==> config.mk <==
export PLATFORM = sky130hd
export DESIGN_NAME = mmio_periph_flat
export DESIGN_NICKNAME = d
export VERILOG_FILES = /design/src/rtl/mmio_periph_pkg.sv /design/src/rtl/mmio_periph_if.sv /design/src/rtl/mmio_periph_sync_fifo.sv /design/src/rtl/mmio_periph.sv /design/src/flat_wrapper.sv
export SDC_FILE = /design/constraint.sdc
export NUM_CORES = 1
export LEC_CHECK = 0
export CORE_MARGIN = 1
export CORE_UTILIZATION = 48
export CTS_BUF_LIST = sky130_fd_sc_hd__clkbuf_16
export DETAILED_ROUTE_END_ITERATION = 6
export PLACE_DENSITY = 0.77
export SETUP_SLACK_MARGIN = 0.2
export SLEW_MARGIN = 20
export SYNTH_ARGS = -nofsm -noshare
export SYNTH_HDL_FRONTEND = slang
export SYNTH_SLANG_ARGS = --single-unit
export TNS_END_PERCENT = 50
==> constraint.sdc <==
create_clock -name clk -period 4.1 [get_ports clk]
set_clock_uncertainty 0.15 [all_clocks]
set_input_delay 0.41 -clock clk [delete_from_list [all_inputs] [get_ports clk]]
set_output_delay 0.41 -clock clk [all_outputs]
set_load 0.01 [all_outputs]
==> src/rtl/mmio_periph_pkg.sv <==
// mmio_pkg: register offsets, STAT bit positions and default base address shared by decode and read mux.
package mmio_pkg;
    localparam logic [31:0] DEF_BASE_ADDR = 32'h0000_0100;
    localparam logic [3:0] OFF_TRIG = 4'h0;
    localparam logic [3:0] OFF_CYCLE = 4'h4;
    localparam logic [3:0] OFF_OUT = 4'h8;
    localparam logic [3:0] OFF_STAT = 4'hC;
    localparam int STAT_CNT_MSB = 2;
    localparam int STAT_FULL = 3;
    localparam int STAT_EMPTY = 4;
    localparam int STAT_OVF = 5;
endpackage

==> src/rtl/mmio_periph_if.sv <==
// mmio_periph_if: CPU load/store port plus the output stream toward the consumer.
interface mmio_periph_if #(parameter int DATA_WIDTH = 32);
    logic [31:0] addr;
    logic we;
    logic [DATA_WIDTH-1:0] wd;
    logic hit;
    logic [DATA_WIDTH-1:0] rdata;
    logic out_valid;
    logic [DATA_WIDTH-1:0] out_data;
    logic out_ready;
    modport master (output addr, we, wd, out_ready, input hit, rdata, out_valid, out_data);
    modport slave (input addr, we, wd, out_ready, output hit, rdata, out_valid, out_data);
endinterface

==> src/rtl/mmio_periph_sync_fifo.sv <==
// sync_fifo: circular buffer with one extra pointer bit so full and empty are distinguishable.
module sync_fifo #(
    parameter int DATA_WIDTH = 32,
    parameter int FIFO_DEPTH = 4,
    localparam int AW = $clog2(FIFO_DEPTH)
) (
    input logic clk,
    input logic rst_n,
    input logic i_push,
    input logic [DATA_WIDTH-1:0] i_din,
    output logic o_full,
    input logic i_pop,
    output logic [DATA_WIDTH-1:0] o_dout,
    output logic o_empty,
    output logic [AW:0] o_count
);
    logic [DATA_WIDTH-1:0] r_mem [FIFO_DEPTH];
    logic [AW:0] r_wr, r_rd;
    logic w_pop, w_push;
    assign w_pop = i_pop && !o_empty;
    // a pop in the same cycle frees the slot, so a push into a full FIFO is still accepted
    assign w_push = i_push && (!o_full || w_pop);
    assign o_empty = r_wr == r_rd;
    assign o_full = (r_wr[AW] != r_rd[AW]) && (r_wr[AW-1:0] == r_rd[AW-1:0]);
    assign o_count = r_wr - r_rd;
    assign o_dout = o_empty ? '0 : r_mem[r_rd[AW-1:0]];
    always_ff @(posedge clk or negedge rst_n)
        if (!rst_n) begin
            r_wr <= '0;
            r_rd <= '0;
        end else begin
            r_wr <= r_wr + (AW+1)'(w_push);
            r_rd <= r_rd + (AW+1)'(w_pop);
        end
    always_ff @(posedge clk)
        if (w_push) r_mem[r_wr[AW-1:0]] <= i_din;
endmodule

==> src/rtl/mmio_periph.sv <==
// mmio_periph: trigger flag, cycle counter, status and output FIFO mapped into a 16-byte window.
// Read data is combinational so a single-cycle core can mux it onto its load path.
module mmio_periph
    import mmio_pkg::*;
#(
    parameter logic [31:0] BASE_ADDR = DEF_BASE_ADDR,
    parameter int DATA_WIDTH = 32,
    parameter int FIFO_DEPTH = 4,
    parameter int SYNC_STAGES = 2
) (
    input logic clk,
    input logic rst_n,
    input logic i_trigger_in,
    mmio_periph_if.slave bus
);
    localparam int AW = $clog2(FIFO_DEPTH);
    logic w_hit, w_wr, w_push, w_pop, w_full, w_empty, w_edge;
    logic [3:0] w_off;
    logic [AW:0] w_count;
    logic [DATA_WIDTH-1:0] w_dout, w_stat, r_cycle;
    logic [SYNC_STAGES-1:0] r_sync;
    logic r_prev, r_pend, r_ovf;
    assign w_hit = bus.addr[31:4] == BASE_ADDR[31:4];
    assign w_off = bus.addr[3:0] & 4'hC;
    assign w_wr = bus.we && w_hit;
    assign w_push = w_wr && w_off == OFF_OUT;
    assign w_pop = bus.out_ready && !w_empty;
    assign w_edge = r_sync[SYNC_STAGES-1] && !r_prev;
    always_ff @(posedge clk or negedge rst_n)
        if (!rst_n) begin
            r_sync <= '0;
            r_prev <= 1'b0;
            r_pend <= 1'b0;
            r_ovf <= 1'b0;
            r_cycle <= '0;
        end else begin
            r_sync <= SYNC_STAGES'({r_sync, i_trigger_in});
            r_prev <= r_sync[SYNC_STAGES-1];
            // set beats a simultaneous write-one-to-clear on both sticky flags
            r_pend <= w_edge || (r_pend && !(w_wr && w_off == OFF_TRIG && bus.wd[0]));
            r_ovf <= (w_push && w_full && !w_pop) || (r_ovf && !(w_wr && w_off == OFF_STAT && bus.wd[STAT_OVF]));
            r_cycle <= (w_wr && w_off == OFF_CYCLE) ? bus.wd : r_cycle + 1'b1;
        end
    always_comb begin
        w_stat = '0;
        w_stat[STAT_CNT_MSB:0] = 3'(w_count);
        w_stat[STAT_FULL] = w_full;
        w_stat[STAT_EMPTY] = w_empty;
        w_stat[STAT_OVF] = r_ovf;
    end
    assign bus.hit = w_hit;
    assign bus.rdata = !w_hit ? '0 :
                       w_off == OFF_TRIG ? DATA_WIDTH'(r_pend) :
                       w_off == OFF_CYCLE ? r_cycle :
                       w_off == OFF_STAT ? w_stat : '0;
    assign bus.out_valid = !w_empty;
    assign bus.out_data = w_dout;
    sync_fifo #(.DATA_WIDTH(DATA_WIDTH), .FIFO_DEPTH(FIFO_DEPTH)) u_fifo (
        .clk(clk),
        .rst_n(rst_n),
        .i_push(w_push),
        .i_din(bus.wd),
        .o_full(w_full),
        .i_pop(w_pop),
        .o_dout(w_dout),
        .o_empty(w_empty),
        .o_count(w_count)
    );
endmodule

==> src/flat_wrapper.sv <==
// flat-port wrapper written by rule: the top's interface ports become plain ports
module mmio_periph_flat import mmio_pkg::*;
#(
    parameter logic [31:0] BASE_ADDR = DEF_BASE_ADDR,
    parameter int DATA_WIDTH = 32,
    parameter int FIFO_DEPTH = 4,
    parameter int SYNC_STAGES = 2
)
  (clk, rst_n, i_trigger_in, bus_addr, bus_we, bus_wd, bus_out_ready, bus_hit, bus_rdata, bus_out_valid, bus_out_data);
  mmio_periph_if #(.DATA_WIDTH(DATA_WIDTH)) bus_i ();
  input logic clk;
  input logic rst_n;
  input logic i_trigger_in;
  input wire logic [$bits(bus_i.addr)-1:0] bus_addr;
  input wire logic [$bits(bus_i.we)-1:0] bus_we;
  input wire logic [$bits(bus_i.wd)-1:0] bus_wd;
  input wire logic [$bits(bus_i.out_ready)-1:0] bus_out_ready;
  output wire logic [$bits(bus_i.hit)-1:0] bus_hit;
  output wire logic [$bits(bus_i.rdata)-1:0] bus_rdata;
  output wire logic [$bits(bus_i.out_valid)-1:0] bus_out_valid;
  output wire logic [$bits(bus_i.out_data)-1:0] bus_out_data;
  assign bus_i.addr = bus_addr;
  assign bus_i.we = bus_we;
  assign bus_i.wd = bus_wd;
  assign bus_i.out_ready = bus_out_ready;
  assign bus_hit = bus_i.hit;
  assign bus_rdata = bus_i.rdata;
  assign bus_out_valid = bus_i.out_valid;
  assign bus_out_data = bus_i.out_data;
  mmio_periph #(.BASE_ADDR(BASE_ADDR), .DATA_WIDTH(DATA_WIDTH), .FIFO_DEPTH(FIFO_DEPTH), .SYNC_STAGES(SYNC_STAGES)) u_core (.clk(clk), .rst_n(rst_n), .i_trigger_in(i_trigger_in), .bus(bus_i));
endmodule
==> metrics.txt <==
clock buffer count from CTS=17; CP max FO=23; minimum clock period=about 3.5 ns; CP Capture Type=output port; worst setup path category=reg -> out; ys async rst share=0.251; sequential area share after synthesis=0.657; Pwr Density=roughly 500 mW/mm2; layout cell share with drive strength beyond 1=0.147; hold slack final=-0.00905 ns; total of max-cap violations=0; final hold violation count=4; Routed WL=roughly 17,000 um; drt pass-1 iters=4; first-pass GRT wire length=approximately 27,000 um; Worst EP arrival=2.94 ns; CTS Root Cell=clkbuf_16; Hold Crit Class=in -> async; nets@finish=a little over 700; via/cell ratio=around 5.6; most common cell after layout, fill and taps aside=clkdlybuf4s50_1; Mapped Cells=500; core area=about 0.015 mm2; grt ovf=0; CTS sink count=approximately 170; filler cell count in the final layout=~1,100; Area after DPL=around 0.0091 mm2; Post-synth EDFFs=approximately 130; syn nets=just under 600; I/O Buffers=approximately 130; via count=around 4,700; Final GP Congestion=0.798; Synth Flop Type=edfxtp_1; Netlist Area Pre-Place=roughly 0.0075 mm2; yosys warns=0; WP data required=around 3.5 ns; dpl hpwl=around 11,000 um; chip height=around 130 um; area occupied by multi-input gates=between 0.002 and 0.0025 mm2; vias in the first global route=4,910; Ports=135; CTS Buffer Depth=2; synthesized flop and latch total=about 170; startpoint class of the critical path=register; storage element area=between 0.004 and 0.005 mm2; row count=45; Final Util=0.638; worst reg2reg startpoint=u_core.u_fifo.r_rd[0]; Routed WL per cell=20.1 um; library cells used by synthesis=35; LEAKAGE=around 0.0036 uW; n_diodes=0; Final period util=0.855; worst-skew pair later-pin latency=0.43 ns; First DRT Iteration DRCs=280; Rel. slew slack=0.336; most frequent cells in the layout=131 x clkdlybuf4s50_1, 128 x edfxtp_1, 42 x nor2_1, 42 x dfrtp_1, 36 x nor2b_1; Avg Synthesized Cell Area=15.0 um2; VDD IR max=approximately 280 uV; RSZ-0062 raised after global routing=false; htree depth=4; Die Width=between 100 and 150 um; status=complete, but fails checks; failing checks=negative hold slack; largest net degree at the start of global routing=between 60 and 70; fin. max-slew vios=0; Fmax achieved=roughly 290 MHz; Final Setup Violations=0; Layout area overhead=29.5%; CTS tree=yes; Worst Setup SP=u_core.u_fifo.r_rd[0]; GRT Total Usage=0.230; Worst Max-Slew Pin Slew=between 0.9 and 1 ns; DRC viols=0; post-CTS setup buffers=0; Resized Gates After CTS=0; CTS hold repair buffers=0; initial antenna violation count=0; fin area=around 0.0097 mm2; post-route antenna net violation count=0; flop-to-flop setup slack=1.12 ns; Initial Util=0.493; Worst-path clk slew=roughly 0.07 ns; die area=between 0.015 and 0.02 mm2
-- area by class of cell --
| class | count | share of cell area |
|---|---|---|
| Clock inverter | 12 | 0.0128 |
| Multi-Input combinational cell | 293 | 0.252 |
| Inverter | 10 | 0.00387 |
| Sequential cell | 171 | 0.507 |
| Clock buffer | 20 | 0.0516 |
| Timing Repair Buffer | 148 | 0.148 |
| Tap cell | 188 | 0.0242 |
-- layer usage --
layer	GRT usage	wire length (um)
met2	0.395	8820
met3	0.0586	808
met4	0.0847	289
met1	0.281	6970
met5	0	0
-- state kept, by name, summed over array words and instances, names as in the netlist --
| signal | cells |
|---|---|
| u_core.r_prev | 1 |
| u_core.r_cycle | 32 |
| u_core.u_fifo.r_wr | 3 |
| u_core.r_ovf | 1 |
| u_core.r_sync | 2 |
| u_core.r_pend | 1 |
| u_core.u_fifo.r_mem | 128 |
| u_core.u_fifo.r_rd | 3 |
-- cells by family after synthesis --
logic type	after synthesis	synth area share
compound gates	35	0.0242
xor+xnor	34	0.0398
fa+ha+maj	8	0.0144
buf+inv	36	0.0189
flops	171	0.657
mux	39	0.106
simple gates	177	0.140
-- synthesized netlist by cell type, types with 2 or more instances --
library cell    n  area, um2
mux2i_1         6       60.1
o21ai_0         2       10.0
nand4_2         2       25.0
buf_2           5       25.0
mux4_2         32        721
and4_1          6       52.6
ha_1            7       87.6
clkbuf_1       21       78.8
nand4_1         9       56.3
nor4_1          7       43.8
nor4_2          2       25.0
inv_1          10       37.5
xor2_1         23        201
nand3_1        15       75.1
nand2_1        12       45.0
nor4_4          2       42.5
nor3_1          5       25.0
and3_1         32        200
a21oi_1        31        155
nor2b_1        36        225
dfrtp_1        43       1080
nor2_1         42        158
xnor2_1        11       96.3
edfxtp_1      128       3840
-- final timing paths --
check / depth (start not counted) / end
worst max-delay path: 4 / bus_out_data[31]
worst min-delay path: 1 / u_core.r_cycle[27]
worst max register to register: 6 / u_core.u_fifo.r_mem[2][12]
worst min register to register: 0 / u_core.r_sync[1]
max in group asynchronous: 1 / u_core.u_fifo.r_rd[0]
min in group clk: 0 / u_core.r_sync[1]
-- worst max-delay path: stages (launching register included) --
cell and delay (ns):
dfrtp_2 0.91, buf_4 0.40, mux4_2 0.56, nor2b_1 0.15, clkdlybuf4s50_1 0.48
-- where the power goes --
part / internal (uW) / total, uW / switching (uW)
Combinational: 820 / 1340 / 523
Sequential: 1880 / 1980 / 99.8
Clock: 958 / 1640 / 686
-- through the flow --
stage	power, uW	cells	hold slack, ns	TNS [ns]	setup slack (ns)
3_3_place_gp	3350	810	0.183	0	0.844
6_report	4970	842	-0.00905	0	0.595
2_1_floorplan	2710	500	-0.0356	-46.91	-0.367
5_1_grt	5170	842	0.0510	0	0.397
3_5_place_dp	3370	810	0.197	0	0.793
4_1_cts	5020	842	0.0142	0	0.504
No activity file was read; power rests on OpenSTA's default activity.
